<file path="config.mk">
export PLATFORM = sky130hd
export DESIGN_NAME = out_tx
export DESIGN_NICKNAME = d
export VERILOG_FILES = /design/src/rtl/out_tx_pkg.sv /design/src/rtl/out_tx_sync.sv /design/src/rtl/out_tx.sv
export SDC_FILE = /design/constraint.sdc
export NUM_CORES = 1
export LEC_CHECK = 0
export CAP_MARGIN = 25
export CORE_AREA = 3 3 192 100
export DETAILED_ROUTE_END_ITERATION = 8
export DIE_AREA = 0 0 195 103
export GPL_TIMING_DRIVEN = 0
export PLACE_DENSITY = 0.63
export SLEW_MARGIN = 0
export SYNTH_ARGS = -nofsm -noshare
export SYNTH_HDL_FRONTEND = slang
export SYNTH_HIERARCHICAL = 1
export SYNTH_SLANG_ARGS = --single-unit
</file>
<file path="constraint.sdc">
create_clock -name clk -period 10.78 [get_ports clk]
set_clock_uncertainty 0.15 [all_clocks]
set_input_delay 3.234 -clock clk [delete_from_list [all_inputs] [get_ports clk]]
set_output_delay 3.234 -clock clk [all_outputs]
set_load 0.02 [all_outputs]
</file>
<file path="src/rtl/out_tx_pkg.sv">
// Shared definitions for the core's UART I/O units: TX state encoding and default baud divisor.
package out_tx_pkg;

  localparam int unsigned CLK_PER_BIT_DEFAULT = 868;

  typedef logic [1:0] tx_state_t;

  localparam logic [1:0] TX_IDLE  = 2'd0;
  localparam logic [1:0] TX_START = 2'd1;
  localparam logic [1:0] TX_DATA  = 2'd2;
  localparam logic [1:0] TX_STOP  = 2'd3;

endpackage

</file>
<file path="src/rtl/out_tx_sync.sv">
// Single-clock FIFO with occupancy count; head entry is readable combinationally.
module sync_fifo #(
  parameter int unsigned WIDTH = 8,
  parameter int unsigned DEPTH = 16
) (
  input  logic                   clk,
  input  logic                   rst,
  input  logic                   push_i,
  input  logic                   pop_i,
  input  logic [WIDTH-1:0]       wdata_i,
  output logic [WIDTH-1:0]       rdata_o,
  output logic [$clog2(DEPTH):0] count_o
);
  localparam int unsigned PW = $clog2(DEPTH);
  localparam logic [PW:0] FULL_COUNT = (PW+1)'(DEPTH);

  logic [WIDTH-1:0] mem_q [DEPTH];
  logic [PW-1:0]    wr_ptr_q;
  logic [PW-1:0]    rd_ptr_q;
  logic [PW:0]      count_q;
  logic             do_push;
  logic             do_pop;

  assign do_push = push_i && (count_q != FULL_COUNT);
  assign do_pop  = pop_i && (count_q != '0);

  always_ff @(posedge clk) begin
    if (rst) begin
      wr_ptr_q <= '0;
      rd_ptr_q <= '0;
      count_q  <= '0;
    end else begin
      if (do_push) wr_ptr_q <= wr_ptr_q + 1'b1;
      if (do_pop)  rd_ptr_q <= rd_ptr_q + 1'b1;
      case ({do_push, do_pop})
        2'b10:   count_q <= count_q + 1'b1;
        2'b01:   count_q <= count_q - 1'b1;
        default: count_q <= count_q;
      endcase
    end
  end

  always_ff @(posedge clk) begin
    if (do_push) mem_q[wr_ptr_q] <= wdata_i;
  end

  assign rdata_o = mem_q[rd_ptr_q];
  assign count_o = count_q;

endmodule

</file>
<file path="src/rtl/out_tx.sv">
// UART transmitter for the `out` instruction: byte FIFO feeding an 8N1 serialiser.
module out_tx
  import out_tx_pkg::*;
#(
  parameter int unsigned CLK_PER_BIT = CLK_PER_BIT_DEFAULT,
  parameter int unsigned FIFO_DEPTH  = 16
) (
  input  logic                        clk,
  input  logic                        rst,
  input  logic                        out_valid,
  input  logic [7:0]                  out_data,
  output logic                        out_ready,
  output logic                        txd,
  output logic                        busy,
  output logic                        overflow,
  output logic [$clog2(FIFO_DEPTH):0] fifo_count
);
  localparam int unsigned BW = $clog2(CLK_PER_BIT);
  localparam int unsigned CW = $clog2(FIFO_DEPTH) + 1;
  localparam logic [BW-1:0] BAUD_RELOAD = BW'(CLK_PER_BIT - 1);
  localparam logic [CW-1:0] FULL_COUNT  = CW'(FIFO_DEPTH);

  tx_state_t     state_q, state_d;
  logic [BW-1:0] baud_q, baud_d;
  logic [7:0]    shift_q, shift_d;
  logic [2:0]    idx_q, idx_d;
  logic          txd_q, txd_d;
  logic          overflow_q, overflow_d;
  logic          push, pop, baud_zero, fifo_nonempty;
  logic [7:0]    head;

  assign out_ready     = (fifo_count != FULL_COUNT);
  assign push          = out_valid && out_ready;
  assign fifo_nonempty = (fifo_count != '0);
  assign baud_zero     = (baud_q == '0);

  sync_fifo #(
    .WIDTH(8),
    .DEPTH(FIFO_DEPTH)
  ) u_fifo (
    .clk    (clk),
    .rst    (rst),
    .push_i (push),
    .pop_i  (pop),
    .wdata_i(out_data),
    .rdata_o(head),
    .count_o(fifo_count)
  );

  always_comb begin
    state_d = state_q;
    baud_d  = baud_q;
    shift_d = shift_q;
    idx_d   = idx_q;
    pop     = 1'b0;
    case (state_q)
      TX_IDLE: begin
        if (fifo_nonempty) begin
          pop     = 1'b1;
          shift_d = head;
          baud_d  = BAUD_RELOAD;
          state_d = TX_START;
        end
      end
      TX_START: begin
        if (baud_zero) begin
          baud_d  = BAUD_RELOAD;
          idx_d   = '0;
          state_d = TX_DATA;
        end else begin
          baud_d = baud_q - 1'b1;
        end
      end
      TX_DATA: begin
        if (baud_zero) begin
          baud_d  = BAUD_RELOAD;
          shift_d = shift_q >> 1;
          idx_d   = idx_q + 3'd1;
          if (idx_q == 3'd7) state_d = TX_STOP;
        end else begin
          baud_d = baud_q - 1'b1;
        end
      end
      default: begin
        // STOP chains straight into the next START when a byte is waiting.
        if (baud_zero) begin
          if (fifo_nonempty) begin
            pop     = 1'b1;
            shift_d = head;
            baud_d  = BAUD_RELOAD;
            state_d = TX_START;
          end else begin
            state_d = TX_IDLE;
          end
        end else begin
          baud_d = baud_q - 1'b1;
        end
      end
    endcase

    // txd is registered from the next state so the line changes with the state.
    txd_d = 1'b1;
    if (state_d == TX_START)     txd_d = 1'b0;
    else if (state_d == TX_DATA) txd_d = shift_d[0];

    overflow_d = overflow_q || (out_valid && !out_ready);
  end

  always_ff @(posedge clk) begin
    if (rst) begin
      state_q    <= TX_IDLE;
      baud_q     <= '0;
      shift_q    <= '0;
      idx_q      <= '0;
      txd_q      <= 1'b1;
      overflow_q <= 1'b0;
    end else begin
      state_q    <= state_d;
      baud_q     <= baud_d;
      shift_q    <= shift_d;
      idx_q      <= idx_d;
      txd_q      <= txd_d;
      overflow_q <= overflow_d;
    end
  end

  assign txd      = txd_q;
  assign overflow = overflow_q;
  assign busy     = (state_q != TX_IDLE) || fifo_nonempty;

endmodule
</file>
==> impl_metrics.tcl, run 1 <==
set metrics [dict create \
    antenna_found_initial 0 \
    fmax_mhz 168.8 \
    setup_viol 0 \
    synthDistinctLibCells 65 \
    nets 553 \
    rsz0062_at_grt "false" \
    outcome "finished clean" \
    dp.final_hpwl_mm 10.12 \
    synthCells 484 \
    place.gp.congestion 0.8011 \
    holdBufCountCts 0 \
    grt_max_degree 19 \
    clk_latency_ns 0.43 \
    placedCellCount 741 \
    synth_top_family_by_area "multiplexers" \
    initial_core_util_pct 42.39 \
    synth_simple_gate_area_share_pct 9.172 \
    swShare_pct 34.51 \
    max_cap_viol_count 0 \
    syn_nets 511 \
    maxSlewViolCount 0 \
    drive_gt1_share_pct 13.91 \
    cts_sinks 170 \
    ys.flop_type "edfxtp_1" \
    synth_edf_count 128 \
    power.switching_mw 0.7542 \
    slew_headroom_pct 42.00 \
    vias 4208 \
    p_comb_share_pct 34.9 \
    sequentialPowerShare_pct 37.4 \
    overflow 0 \
    ir_drop_uv 98.37 \
    viasPerCell 5.444 \
    postCtsSetupBuffers 0 \
    drc 0 \
    cts_root_buffer "clkbuf_16" \
    final_common_cell "edfxtp_1" \
    synth_seq_cells 170 \
    drtAntennaViolNets 0 \
    port_buffers 19 \
    fp-row-count 34 \
    power_leakage_nw 2.842 \
    clock_power_share_pct 27.7 \
    worstHoldStart "shift_q[4]" \
    p_int_mw 1.431 \
    fin_crit_ns 5.925 \
    grt_pass1_vias 4061 \
    grt_usage_pct 15.54 \
    fin_hold_ws_ns 0.3105 \
    cp_data_required_time_ns 10.94 \
    yosys.area_share.adder_pct 2.708 \
    power_mw 2.185 \
    cts_max_level 4 \
    cts_resized 0 \
    ioPinCount 20 \
    syn-cell-area_mm2 0.007393 \
    crit_type "in2reg" \
    r2r_slack_ns 6.62 \
    dpl-instance-area_mm2 0.007904 \
    reg2regPathDepth 14 \
    detail_route.wl_per_cell_um 19.43 \
    cts_buffers 17 \
    min_to "shift_q[4]" \
    area_growth_pct 14.94 \
    synthXorXnorAreaFrac_pct 1.303 \
    min_period_over_period_pct 54.97 \
    die_area_mm2 0.02009 \
    tritoncts "yes" \
    hp-class "reg2reg" \
    synth_mux_area_share_pct 13.96 \
    crit_path_start_kind "primary input" \
    layout.cells.non_filler 773 \
    antennaDiodeCount 0 \
    core_mm2 0.01744 \
    worstMarginPinSlew_ns 0.8668 \
    hold_depth 2 \
    drtIter0Drc 300 \
    dieWidth_um 195 \
    layout_common_cells "128 x edfxtp_1, 57 x nor2_1, 42 x dfxtp_1" \
    fin_area_mm2 0.008498 \
    finalWirelength_mm 15.02 \
    avgSynthCellArea_um2 15.28 \
    r2r-start "state_q[1]" \
    rr_endpoint "u_fifo/count_o[4]" \
    hold_viol_final 0 \
    postSynth.asyncResetShare_pct 0 \
    powerDensity_mw_per_mm2 257.2 \
    dr.pass1.iters 5 \
    yosys_warnings 6 \
    clkTransAtPathRegs_ns 0.07 \
    die_h_um 103 \
    final.setup.tns_ns 0 \
    grt_pass1_wl_mm 23.36 \
    arrival_ns 6.08 \
    synth_compound_area_share_pct 6.803 \
    cts_buffer_depth 2 \
    ys_seq_area_share_pct 63.36 \
    cp_max_fo 9 \
    worst_setup_path_end_kind "flip-flop" \
]
==> critical path: stages <==
cell	delay, ns
clkdlybuf4s50_1	0.47
and2_1	0.17
o21a_1	0.13
buf_2	0.21
inv_1	0.07
ha_1	0.21
clkbuf_1	0.21
xor2_1	0.20
ha_1	0.22
o21ai_0	0.11
a22o_1	0.21
nor4_1	0.30
mux2_1	0.35
==> cell usage after synthesis (all sizes together) (2+ instances only) <==
| master | n | share of area [%] |
|---|---|---|
| a211o | 2 | 0.25 |
| a21o | 2 | 0.20 |
| a21oi | 22 | 1.5 |
| a22oi | 8 | 0.81 |
| a31oi | 6 | 0.51 |
| a32oi | 3 | 0.46 |
| and2 | 3 | 0.25 |
| and3 | 2 | 0.19 |
| buf | 14 | 1.6 |
| clkbuf | 10 | 0.51 |
| dfxtp | 42 | 11 |
| edfxtp | 128 | 52 |
| ha | 16 | 2.7 |
| inv | 11 | 0.56 |
| mux2i | 3 | 0.41 |
| mux4 | 40 | 13 |
| nand2 | 26 | 1.4 |
| nand2b | 6 | 0.51 |
| nand3 | 4 | 0.34 |
| nand3b | 2 | 0.20 |
| nand4 | 2 | 0.17 |
| nor2 | 59 | 3.1 |
| nor2b | 2 | 0.17 |
| nor3 | 12 | 1.1 |
| nor3b | 2 | 0.20 |
| nor4 | 5 | 0.71 |
| o211ai | 2 | 0.20 |
| o21a | 3 | 0.30 |
| o21ai | 18 | 1.2 |
| or4 | 2 | 0.25 |
| xnor2 | 4 | 0.47 |
| xor2 | 7 | 0.83 |
==> registers in the layout, summed over array words and instances, names as in the netlist, named ones only <==
name             cells
idx_q                3
u_fifo/mem_q       128
shift_q              8
state_q              2
baud_q              10
u_fifo/wr_ptr_q      4
u_fifo/count_o       5
overflow             1
txd                  1
u_fifo/rd_ptr_q      4
==> routing by layer <==
layer	vias up	share of wire, %	track usage (%)
met5	-	0	0
met4	0	1.4	4.433
met3	13	4.7	3.918
met2	104	47	25.10
met1	2103	46	21.30
li1	1988	-	-
==> area by class of cell <==
type / instances / area (um^2)
buffer: 24 / 157.7
clock inverter: 15 / 168.9
fill: 1471 / 8944
tap: 234 / 292.8
sequential: 170 / 4684
clock buffer: 17 / 425.4
timing repair buffer: 23 / 217.7
multi-input combinational: 279 / 2510
inverter: 11 / 41.29
==> power by group through the flow <==
stage | registers [mW] | logic [mW] | clock network, mW
floorplan | 0.828 | 0.563 | 0
global placement | 0.831 | 0.749 | 0
detailed placement | 0.833 | 0.759 | 0
CTS | 0.818 | 0.764 | 0.616
global route | 0.828 | 0.845 | 0.646
finish | 0.818 | 0.763 | 0.605
==> worst max path at each step <==
stage | from | endpoint | slack [ns] | cells past startpoint
after CTS | out_valid | u_fifo/count_o[4] | 4.87 | 13
after global placement | out_valid | u_fifo/count_o[4] | 4.45 | 13
after floorplan | out_valid | u_fifo/count_o[4] | 5.16 | 12
final | out_valid | u_fifo/count_o[4] | 4.85 | 13
after global routing | out_valid | u_fifo/count_o[4] | 4.61 | 13
after detailed placement | out_valid | u_fifo/count_o[4] | 4.44 | 13
==> logic make-up (layout without fill, tap and decap cells) <==
group | after synthesis | count (layout)
buf+inv | 35 | 90
flops | 170 | 170
compound gates | 77 | 77
xor+xnor | 11 | 11
mux | 44 | 44
fa+ha+maj | 16 | 16
simple gates | 131 | 131
==> through the flow <==
step                setup slack (ns)  utilization (%)
floorplan                      5.159                -
global placement               4.447            45.16
detailed placement             4.442            45.32
CTS                            4.874            48.72
global route                   4.613            48.72
finish                         4.855            48.72
Power figures use the tool's default switching activity.
==> run 2, diff against run 1 <==
==> constraint.sdc (replaced) <==
create_clock -name clk -period 5.89 [get_ports clk]
set_clock_uncertainty 0.15 [all_clocks]
set_input_delay 1.767 -clock clk [delete_from_list [all_inputs] [get_ports clk]]
set_output_delay 1.767 -clock clk [all_outputs]
set_load 0.02 [all_outputs]
==> results of run 2 <==
The final DEF is identical to that of run 1. Status: finished clean.
Main changes from that run: setup slack after placement 4.442 ns -> 1.019 ns; setup slack after layout 4.855 ns -> 1.432 ns; register-to-register setup slack 6.62 ns -> 1.73 ns; total power 2.185 mW -> 4.000 mW; worst IR drop on VDD 98.37 uV -> 180.0 uV
